### src/rtl/vc_polarity_buffer.sv
// vc_polarity_buffer
// Two-virtual-channel flit buffer whose write and read sides alternate
// between the channels on every clock. In a cycle with polarity p, upstream
// may only write VC p (and only flits whose top bit equals p), while
// downstream may only read VC ~p. A channel is therefore never written and
// read in the same cycle.
// The downstream data port is called do_o because "do" is a reserved word
// in SystemVerilog.

module vc_polarity_buffer #(
    parameter int DATA_WIDTH = 64,
    parameter int DEPTH      = 4,
    localparam int CW        = $clog2(DEPTH + 1)
) (
    input  logic                  clk,
    input  logic                  reset,
    input  logic                  si,
    input  logic [DATA_WIDTH-1:0] di,
    output logic                  ri,
    output logic                  so,
    output logic [DATA_WIDTH-1:0] do_o,
    input  logic                  ro,
    output logic                  polarity,
    output logic [CW-1:0]         cnt0,
    output logic [CW-1:0]         cnt1,
    output logic                  vc_err
);

    localparam int PW = $clog2(DEPTH);

    // Architectural state: index 0 is the even channel, index 1 the odd one
    logic                  polarity_q, polarity_d;
    logic [1:0][PW-1:0]    wrPtr_q, wrPtr_d;
    logic [1:0][PW-1:0]    rdPtr_q, rdPtr_d;
    logic [1:0][CW-1:0]    cnt_q, cnt_d;
    logic                  vcErr_q, vcErr_d;

    // Flit storage; its contents are only meaningful below each count
    logic [DATA_WIDTH-1:0] mem0 [DEPTH];
    logic [DATA_WIDTH-1:0] mem1 [DEPTH];

    logic                  wrVc;
    logic                  rdVc;
    logic                  vcMatch;
    logic                  wrEn;
    logic                  popEn;
    logic                  errSet;
    logic [DATA_WIDTH-1:0] headData;

    // Handshake and head-of-line selection; ri/so depend only on state
    always_comb begin
        wrVc     = polarity_q;
        rdVc     = ~polarity_q;
        ri       = (cnt_q[wrVc] < CW'(DEPTH));
        so       = (cnt_q[rdVc] != '0);
        headData = rdVc ? mem1[rdPtr_q[1]] : mem0[rdPtr_q[0]];
        do_o     = so ? headData : '0;
        vcMatch  = (di[DATA_WIDTH-1] == wrVc);
        wrEn     = si && ri && vcMatch;
        popEn    = so && ro;
        errSet   = si && !vcMatch;
    end

    // Next-state: write and pop always touch different channels
    always_comb begin
        polarity_d = ~polarity_q;
        wrPtr_d    = wrPtr_q;
        rdPtr_d    = rdPtr_q;
        cnt_d      = cnt_q;
        vcErr_d    = vcErr_q | errSet;
        if (wrEn) begin
            wrPtr_d[wrVc] = wrPtr_q[wrVc] + PW'(1);
            cnt_d[wrVc]   = cnt_q[wrVc] + CW'(1);
        end
        if (popEn) begin
            rdPtr_d[rdVc] = rdPtr_q[rdVc] + PW'(1);
            cnt_d[rdVc]   = cnt_q[rdVc] - CW'(1);
        end
    end

    // Control state register with synchronous reset
    always_ff @(posedge clk) begin
        if (reset) begin
            polarity_q <= 1'b0;
            wrPtr_q    <= '0;
            rdPtr_q    <= '0;
            cnt_q      <= '0;
            vcErr_q    <= 1'b0;
        end else begin
            polarity_q <= polarity_d;
            wrPtr_q    <= wrPtr_d;
            rdPtr_q    <= rdPtr_d;
            cnt_q      <= cnt_d;
            vcErr_q    <= vcErr_d;
        end
    end

    // Storage write into the tail of the channel owned by this polarity
    always_ff @(posedge clk) begin
        if (wrEn && !reset) begin
            if (wrVc) begin
                mem1[wrPtr_q[1]] <= di;
            end else begin
                mem0[wrPtr_q[0]] <= di;
            end
        end
    end

    assign polarity = polarity_q;
    assign cnt0     = cnt_q[0];
    assign cnt1     = cnt_q[1];
    assign vc_err   = vcErr_q;

endmodule

### config.mk
export PLATFORM = sky130hd
export DESIGN_NAME = vc_polarity_buffer
export DESIGN_NICKNAME = d
export VERILOG_FILES = /design/src/rtl/vc_polarity_buffer.sv
export SDC_FILE = /design/constraint.sdc
export NUM_CORES = 1
export LEC_CHECK = 0
export CAP_MARGIN = 20
export CORE_AREA = 10 10 247 155
export CTS_BUF_LIST = sky130_fd_sc_hd__clkbuf_8
export DETAILED_ROUTE_END_ITERATION = 16
export DIE_AREA = 0 0 257 165
export GPL_ROUTABILITY_DRIVEN = 0
export PLACE_DENSITY = 0.83
export SLEW_MARGIN = 40
export SYNTH_ARGS = -nofsm -noshare
export SYNTH_HDL_FRONTEND = slang
export SYNTH_SLANG_ARGS = --single-unit
### constraint.sdc
create_clock -name clk -period 12.1 [get_ports clk]
set_input_delay 2.42 -clock clk [delete_from_list [all_inputs] [get_ports clk]]
set_output_delay 2.42 -clock clk [all_outputs]
set_load 0.05 [all_outputs]
-- Word-level counts from Yosys, hierarchy flattened
Memories as Yosys holds them, arrays and structs flattened. A register that Yosys moved wholly into a read port is not among the register bits.
Cells that the tools add are included.
- register bits after elaboration: 16
- bits in latches: 0
- RAM bits: 512
- bits in read-only memories: 0
- input bits: 68
- output and inout port bits: 74
- memories: 2
- memories (name ; words ; width ; rd ports ; clocked after Yosys merged registers in ; write ports ; RTL line ; text):
    mem0 ; 4 ; 64 ; 1 ; 1 ; 1 ; 39 ; logic [DATA_WIDTH-1:0] mem0 [DEPTH];
    mem1 ; 4 ; 64 ; 1 ; 1 ; 1 ; 40 ; logic [DATA_WIDTH-1:0] mem1 [DEPTH];
- add/sub/neg operators: 4
- multiply operators: 0
- divide/modulo/power cells: 0
- $lt $le $gt $ge: 5
- equal/unequal tests: 1
- shift-type cells: 0
- multiplexer cells: 34
- bitwise operators: 2
- reductions and logical operators: 10
- operators by type and width (cell ; count):
    $mux W64 ; 2
    $mux W2 ; 10
    $mux W3 ; 6
    $bwmux W6 ; 2
    $mux W6 ; 2
    $bwmux W4 ; 2
    $logic_and A1 B1 Y1 ; 7
    $demux W3 S1 ; 2
    $mux W1 ; 6
    $add A2 B1 Y2 const B ; 2
    $demux W2 S1 ; 2
    $lt A1 B2 Y1 const B ; 2
    $add A3 B1 Y3 const B ; 1
    $lt A3 B3 Y1 const B ; 1
    $reduce_bool A3 Y1 ; 1
    $sub A3 B1 Y3 const B ; 1
    $ge A1 B1 Y1 const B ; 2
    $logic_not A1 Y1 ; 2
    $eq A1 B1 Y1 ; 1
    $not A1 Y1 ; 1
    $or A1 B1 Y1 ; 1

-- Depth between registers and ports, before layout
Gate-level depths: netlist (run 1).
- depth after elaboration: 8
- gate-level depth with buffers: 9

-- Least setup slack after synthesis (run 1)
No wires, ideal clock.
- path type: input-to-reg
- start point: input port di[63]
- end point: memory mem1[2][0], enable pin
- data arrival time: 9.216 ns
- slack: 2.217 ns
- stages: 2
- cell sequence: nand4b_1 > nor4b_1
- longest elaborated chain between the ends: 5
- RTL lines (what ; RTL line ; text):
    from (decl) ; 18 ; input logic [DATA_WIDTH-1:0] di,
    $eq A1 B1 Y1 ; 58 ; vcMatch = (di[DATA_WIDTH-1] == wrVc);
    $logic_and A1 B1 Y1 ; 59 ; wrEn = si && ri && vcMatch;
    $logic_and A1 B1 Y1 ; 100 ; if (wrEn && !reset) begin
    $mux W1 ; 100 ;
    $mux W1 (not written as such) ; 102 ; mem1[wrPtr_q[1]] <= di;
    to (decl) ; 40 ;
No other way between the ends.

-- Worst setup path after layout (run 1)
- start point: register polarity_q (netlist: polarity)
- end point: output port do_o[13]
- longest elaborated chain between the ends: 4
- RTL lines (what ; RTL line ; text):
    from (decl) ; 32 ; logic polarity_q, polarity_d;
    from (signal assigned) ; 90 ; polarity_q <= polarity_d;
    $mux W3 (not written as such) (2 in series) ; 55 ; so = (cnt_q[rdVc] != '0);
    $reduce_bool A3 Y1 ; 55 ;
    $mux W64 * ; 57 ; do_o = so ? headData : '0;
    to (decl) ; 21 ; output logic [DATA_WIDTH-1:0] do_o,
Every way passes the cells marked *; elsewhere a longest branch is shown, timed or not. The select of a mux whose other input is x is not followed.

==> flow_summary.json, run 1 <==
{
  "outcome": "finished clean",
  "numPortBuffers": 141,
  "critPathMaxStageDelay_ps": 850,
  "pre_cts_slack_ps": 6110,
  "insertion_delay_ps": 620,
  "coreArea_um2": 33400,
  "num_rows": 52,
  "die_x_um": 257,
  "crit_chain": "mux2i_1 -> ha_1 -> ha_1 -> nor2_4 -> buf_4 -> a22o_1 -> clkdlybuf4s50_1",
  "tritoncts": "yes",
  "wl_um": 41300,
  "worstSetupEndpointType": "output pin",
  "initial_core_util_pct": 59.6,
  "power_density_nw_per_um2": 164,
  "report.final.slew_viol_count": 0,
  "hold_buffers": 0,
  "syn_inst": 843,
  "hold_viol_final": 0,
  "syn-cell-area_um2": 19900,
  "synth-seq-area-share_pct": 79.1,
  "root_buffer": "clkbuf_8",
  "cts_buffer_depth": 3,
  "maxCapViolCount": 0,
  "worst_slack_ps": 5880,
  "syn_nets": 914,
  "cp_common_cell": "ha_1",
  "grt_remaining_overflow": 0,
  "avgSynthCellArea_um2": 23.7,
  "ys.warnings.count": 0,
  "critPathArrivalTime_ps": 3800,
  "clk_pin_slew_ps": 70,
  "die_area_um2": 42400,
  "synth_seq_cells": 532,
  "drt_iter0_markers": 882,
  "relSlewSlack_pct": 46.8,
  "crit_fanout": 27,
  "rsz0062_at_grt": "no",
  "cts_max_level": 3,
  "yosysUniqueCellTypes": 33,
  "critical-path-slowest-cell": "clkdlybuf4s50_1",
  "fin_crit_ps": 6220,
  "cts_sinks": 532,
  "wl_per_cell_um": 26.7,
  "drc": 0,
  "tns_ps": 0,
  "vias": 9366,
  "crit_type": "reg2out",
  "setup_viol": 0,
  "hold_path.class": "reg2reg",
  "worst_pin_slew_ps": 798,
  "antenna_found_initial": 6,
  "die_h_um": 165,
  "vias_per_cell": 6.06,
  "drive_above_1_share_pct": 23.9,
  "startpoint_type": "flip-flop",
  "synthToLayoutAreaGrowth_pct": 17.3,
  "cts_buffers": 74,
  "fin_crit_sh_pct": 51.4,
  "grt_use_total_pct": 19.7,
  "cts_resized": 0,
  "grt_pass1_wl_um": 62700,
  "grt_max_degree": 65,
  "vdd_drop_max_uv": 93.6,
  "required_ps": 9680,
  "nets": 1102,
  "p_leak_nw": 7.24,
  "grt_pass1_vias": 9795,
  "max_freq_ghz": 0.161,
  "drt_first_pass_iters": 5,
  "cts_setup_buffers": 0,
  "skew_ps": 25.4,
  "hpwl_um": 22400,
  "io_pins": 142,
  "final_antenna_net_count": 0
}
-- final timing paths --
path | from | to | slack, ps | depth (start not counted)
max | polarity | do_o[13] | 5880 | 7
min | vc_err | vc_err | 490 | 2
max reg2reg | polarity | mem0[2][57] | 9560 | 3
min reg2reg | vc_err | vc_err | 490 | 2
-- flip-flops by register name, summed over array words and instances, names as in the netlist, named ones only --
name,flops
cnt0,3
vc_err,1
mem1,256
rdPtr_q,4
wrPtr_q,4
mem0,256
cnt1,3
polarity,1
-- cell usage in the layout (no fill, tap or decap), types with 3 or more instances in the layout --
master / instances
o21a_1: 4
clkdlybuf4s50_1: 141
clkbuf_8: 79
nor2_1: 7
nor4_2: 5
a22o_1: 64
mux2i_1: 4
diode_2: 4
a211oi_1: 4
buf_12: 4
buf_6: 11
mux4_2: 128
mux2_2: 4
clkinv_2: 9
a21oi_1: 6
dfxtp_4: 4
clkinv_1: 14
nor3_1: 4
inv_1: 26
nor4b_2: 3
ha_1: 3
dfxtp_1: 15
xnor2_1: 4
edfxtp_1: 512
-- power breakdown --
part | switching [mW] | internal (mW) | total [mW] | leakage [nW]
Clock | 0.627 | 0.622 | 1.25 | 0.762
Sequential | 0.0201 | 2.04 | 2.06 | 4.78
Combinational | 0.327 | 0.208 | 0.535 | 1.70
-- area by class of cell --
cell class	count	area, µm²
flip-flops and latches	532	15800
clock inverters	49	229
clock buffers	79	1090
inverters	3	11.3
repair buffers	160	1670
well taps	459	574
diodes	4	10.0
fillers	1995	10100
multi-input cells	260	4020
-- per-layer routing --
metal  track usage, %  part of all wire, %  vias up  wire [µm]
met4             5.28                  1.3        4        546
met5                0                0.078        -         32
li1                 -                    -     4037          -
met2             31.8                   49      383      20400
met3             5.46                  7.7       58       3180
met1             26.4                   42     4884      17100
-- stage by stage --
stage          power [mW]  cells  hold slack, ps  util, %  area, µm²
6_report             3.84   1546             488     69.9      23400
5_1_grt              3.98   1543             533     69.9      23400
4_1_cts              3.88   1541             488     69.8      23300
3_5_place_dp         2.63   1413             462     65.9      22000
3_3_place_gp         2.62   1408             452     65.5      21900
2_1_floorplan        2.43    843             467        -      19900
-- synthesized netlist by cell type --
| cell | n | area, µm² |
|---|---|---|
| mux4_2 | 128 | 2880 |
| xor2_1 | 2 | 17.5 |
| clkbuf_2 | 1 | 5.00 |
| buf_2 | 14 | 70.1 |
| nor2b_1 | 2 | 12.5 |
| nand4b_1 | 2 | 17.5 |
| inv_1 | 3 | 11.3 |
| and3b_1 | 1 | 8.76 |
| dfxtp_1 | 20 | 400 |
| buf_6 | 1 | 11.3 |
| nor3b_2 | 1 | 12.5 |
| o21a_1 | 4 | 30.0 |
| mux2_2 | 4 | 45.0 |
| a21oi_1 | 6 | 30.0 |
| nand2_1 | 2 | 7.51 |
| nor2_1 | 8 | 30.0 |
| nor4_1 | 5 | 31.3 |
| o21ai_0 | 2 | 10.0 |
| nor4bb_1 | 1 | 10.0 |
| or4b_1 | 1 | 10.0 |
| or4_1 | 1 | 7.51 |
| a22o_1 | 64 | 561 |
| o31ai_1 | 1 | 7.51 |
| edfxtp_1 | 512 | 15400 |
| ha_1 | 3 | 37.5 |
| clkbuf_1 | 32 | 120 |
| a211oi_1 | 4 | 30.0 |
| nor4b_1 | 3 | 26.3 |
| mux2i_1 | 4 | 40.0 |
| or3_1 | 1 | 6.26 |
| nor3_1 | 4 | 20.0 |
| xnor2_1 | 4 | 35.0 |
| and4b_1 | 2 | 20.0 |
-- worst max-delay path, delay by kind of cell, from the launching register on --
family / cells / cell delay, ps
buffers and inverters: 2 / 1290
AND/OR/NAND/NOR: 1 / 350
AO/OA/AOI/OAI: 1 / 220
multiplexers: 1 / 150
adder cells (fa/ha/maj): 2 / 540
flip-flops: 1 / 610
-- cell families after synthesis --
logic type | Yosys count | synth area share (%)
AO/OA/AOI/OAI | 81 | 3.35
XOR/XNOR | 6 | 0.264
buffers and inverters | 51 | 1.09
multiplexers | 136 | 14.9
flip-flops | 532 | 79.1
AND/OR/NAND/NOR | 34 | 1.10
adder cells (fa/ha/maj) | 3 | 0.188
Power figures use the tool's default switching activity.
==> run 2, diff against run 1 <==
--- a/config.mk
+++ b/config.mk
@@ -6,12 +6,12 @@
 export NUM_CORES = 1
 export LEC_CHECK = 0
 export CAP_MARGIN = 20
-export CORE_AREA = 10 10 247 155
+export CORE_AREA = 10 10 257 161
 export CTS_BUF_LIST = sky130_fd_sc_hd__clkbuf_8
 export DETAILED_ROUTE_END_ITERATION = 16
-export DIE_AREA = 0 0 257 165
+export DIE_AREA = 0 0 267 171
 export GPL_ROUTABILITY_DRIVEN = 0
-export PLACE_DENSITY = 0.83
+export PLACE_DENSITY = 0.81
 export SLEW_MARGIN = 40
 export SYNTH_ARGS = -nofsm -noshare
 export SYNTH_HDL_FRONTEND = slang
==> constraint.sdc (replaced) <==
create_clock -name clk -period 5.3 [get_ports clk]
set_input_delay 1.06 -clock clk [delete_from_list [all_inputs] [get_ports clk]]
set_output_delay 1.06 -clock clk [all_outputs]
set_load 0.05 [all_outputs]
==> run 2 against run 1 <==
Combinational power grew 130%. Die area increased by 7.7%. Power rose by 130%. Clock power rose by 120%. Worst setup slack worse by 5500 ps. Sequential power grew 130%. Critical path type unchanged. Count of clock-buffer cells in the layout is 3 lower. Highest routed layer is now met4. Core utilization down 6.3 points. Hold slack improved by 38 ps.
==> flow_summary.json, run 2 (synthesis gave the netlist of run 1 again) <==
{
  "outcome": "finished clean",
  "skew_ps": 20.8,
  "die_area_um2": 45700,
  "grt_max_degree": 65,
  "critPathArrivalTime_ps": 3890,
  "vias_per_cell": 5.97,
  "layout_common_cells": "edfxtp_1, clkdlybuf4s50_1, mux4_2, clkbuf_8, a22o_1",
  "crit_fanout": 30,
  "setup_viol": 0,
  "cts_sinks": 532,
  "rsz0062_at_grt": "no",
  "maxCapViolCount": 0,
  "fin_crit_ps": 4950,
  "sequentialPowerShare_pct": 54.3,
  "hold_viol_final": 0,
  "worstRegToRegCells": 3,
  "grt_pass1_vias": 9879,
  "worst-path-stages": 7,
  "wl_um": 41800,
  "max_freq_ghz": 0.202,
  "switching_power_mw": 2.21,
  "p_int_mw": 6.45,
  "grt_pass1_wl_um": 62900,
  "cts_max_level": 3,
  "die_h_um": 171,
  "crit_type": "reg2out",
  "worstSetupEndpointType": "output pin",
  "endpoint": "do_o[52]",
  "drt_first_pass_iters": 5,
  "cp_top_family": "buffers and inverters",
  "rrSetupSlack_ps": 2500,
  "antenna_found_initial": 1,
  "cts_resized": 0,
  "crit_buf_inv": 2,
  "crit_start": "polarity",
  "grt_use_total_pct": 18.6,
  "critPathMaxStageDelay_ps": 840,
  "cts_buffer_depth": 3,
  "cts_buffers": 75,
  "drc": 0,
  "hold_slack_ps": 526,
  "worst_pin_slew_ps": 857,
  "synthToLayoutAreaGrowth_pct": 17.8,
  "wl_per_cell_um": 26.5,
  "final_cells": 1574,
  "tritoncts": "yes",
  "io_pins": 142,
  "coreArea_um2": 36900,
  "p_leak_nw": 7.25,
  "num_rows": 55,
  "grt_remaining_overflow": 0,
  "root_buffer": "clkbuf_8",
  "vdd_drop_max_uv": 197,
  "relSlewSlack_pct": 42.9,
  "power_density_nw_per_um2": 368,
  "startpoint_type": "flip-flop",
  "report.final.slew_viol_count": 0,
  "clk_pin_slew_ps": 60,
  "final_common_cell": "edfxtp_1",
  "fin_crit_sh_pct": 93.5,
  "die_x_um": 267,
  "hold_path.class": "reg2reg",
  "hold_buffers": 0,
  "vias": 9400,
  "initial_core_util_pct": 54.1,
  "cp_common_cell": "ha_1",
  "required_ps": 4240,
  "hpwl_um": 23200,
  "drt_iter0_markers": 881,
  "final_antenna_net_count": 0,
  "power_frac_comb_pct": 14.1,
  "placed_cells": 1445,
  "regToRegEndpoint": "mem0[1][61]",
  "drive_above_1_share_pct": 23.5,
  "cts_setup_buffers": 0,
  "sw_frac_of_total_pct": 25.5,
  "clkPwrFrac_pct": 31.7,
  "rr_startpoint": "polarity",
  "insertion_delay_ps": 600,
  "numPortBuffers": 141,
  "crit_chain": "mux2i_1 -> ha_1 -> ha_1 -> nor2b_4 -> buf_4 -> a22o_1 -> clkdlybuf4s50_1",
  "critical-path-slowest-cell": "dfxtp_1",
  "nets": 1110
}
==> run 2: cell count changes in the layout (fill, tap and decap cells not counted), sizes merged <==
cell      before  now
buf           19   26
diode          4    2
clkbuf        79   76
clkinvlp       2    3
inv           26   27
bufinv         1    0
==> run 2: worst min path at each step <==
stage	from	endpoint	slack [ps]	cells after the start
after floorplan	rdPtr_q[1]	flip-flop	480	2
after global placement	vc_err	vc_err	460	2
after detailed placement	rdPtr_q[1]	flip-flop	510	2
after CTS	vc_err	vc_err	530	2
after global routing	vc_err	vc_err	530	2
final	rdPtr_q[3]	flip-flop	530	2
==> run 2: per-stage QoR <==
| stage | area [µm²] | utilization, % | setup TNS (ps) | power [mW] | setup WS, ps |
|---|---|---|---|---|---|
| final | 23500 | 63.7 | 0 | 8.66 | 345 |
| after global routing | 23500 | 63.7 | 0 | 8.98 | 124 |
| after CTS | 23500 | 63.6 | 0 | 8.73 | 299 |
| after detailed placement | 22200 | 60.2 | 0 | 6.01 | 994 |
| after global placement | 22200 | 60.1 | 0 | 6.00 | 1050 |
| after floorplan | 20000 | - | -98260 | 5.55 | -384 |
==> run 2: power by group through the flow <==
stage	Combinational, mW	Sequential (mW)	Clock (mW)
global route	1.27	4.70	3.00
global placement	1.20	4.80	0
floorplan	0.775	4.78	0
CTS	1.21	4.71	2.81
detailed placement	1.21	4.80	0
finish	1.22	4.70	2.74
==> run 2: routing by layer <==
layer | up-vias | track usage [%] | wire [µm]
met5 | - | 0 | 0
li1 | 4035 | - | -
met2 | 372 | 29.6 | 20300
met4 | 0 | 4.77 | 576
met3 | 51 | 5.13 | 3360
met1 | 4942 | 25.2 | 17600
==> run 2: tightest hold or removal path, delay by kind of cell, from the launching register on <==
| kind | cells | cell delay [ps] |
|---|---|---|
| and+or+nand+nor | 1 | 50 |
| DFF | 1 | 330 |
| xor gates and xnor gates | 1 | 120 |
==> run 2: cell type report <==
type	count	area, µm²
Antenna cell	2	5.00
Clock buffer	76	1050
Clock inverter	50	208
Fill cell	2401	13400
Inverter	3	11.3
Multi-Input combinational cell	260	4070
Sequential cell	532	15800
Tap cell	484	606
Timing Repair Buffer	167	1760
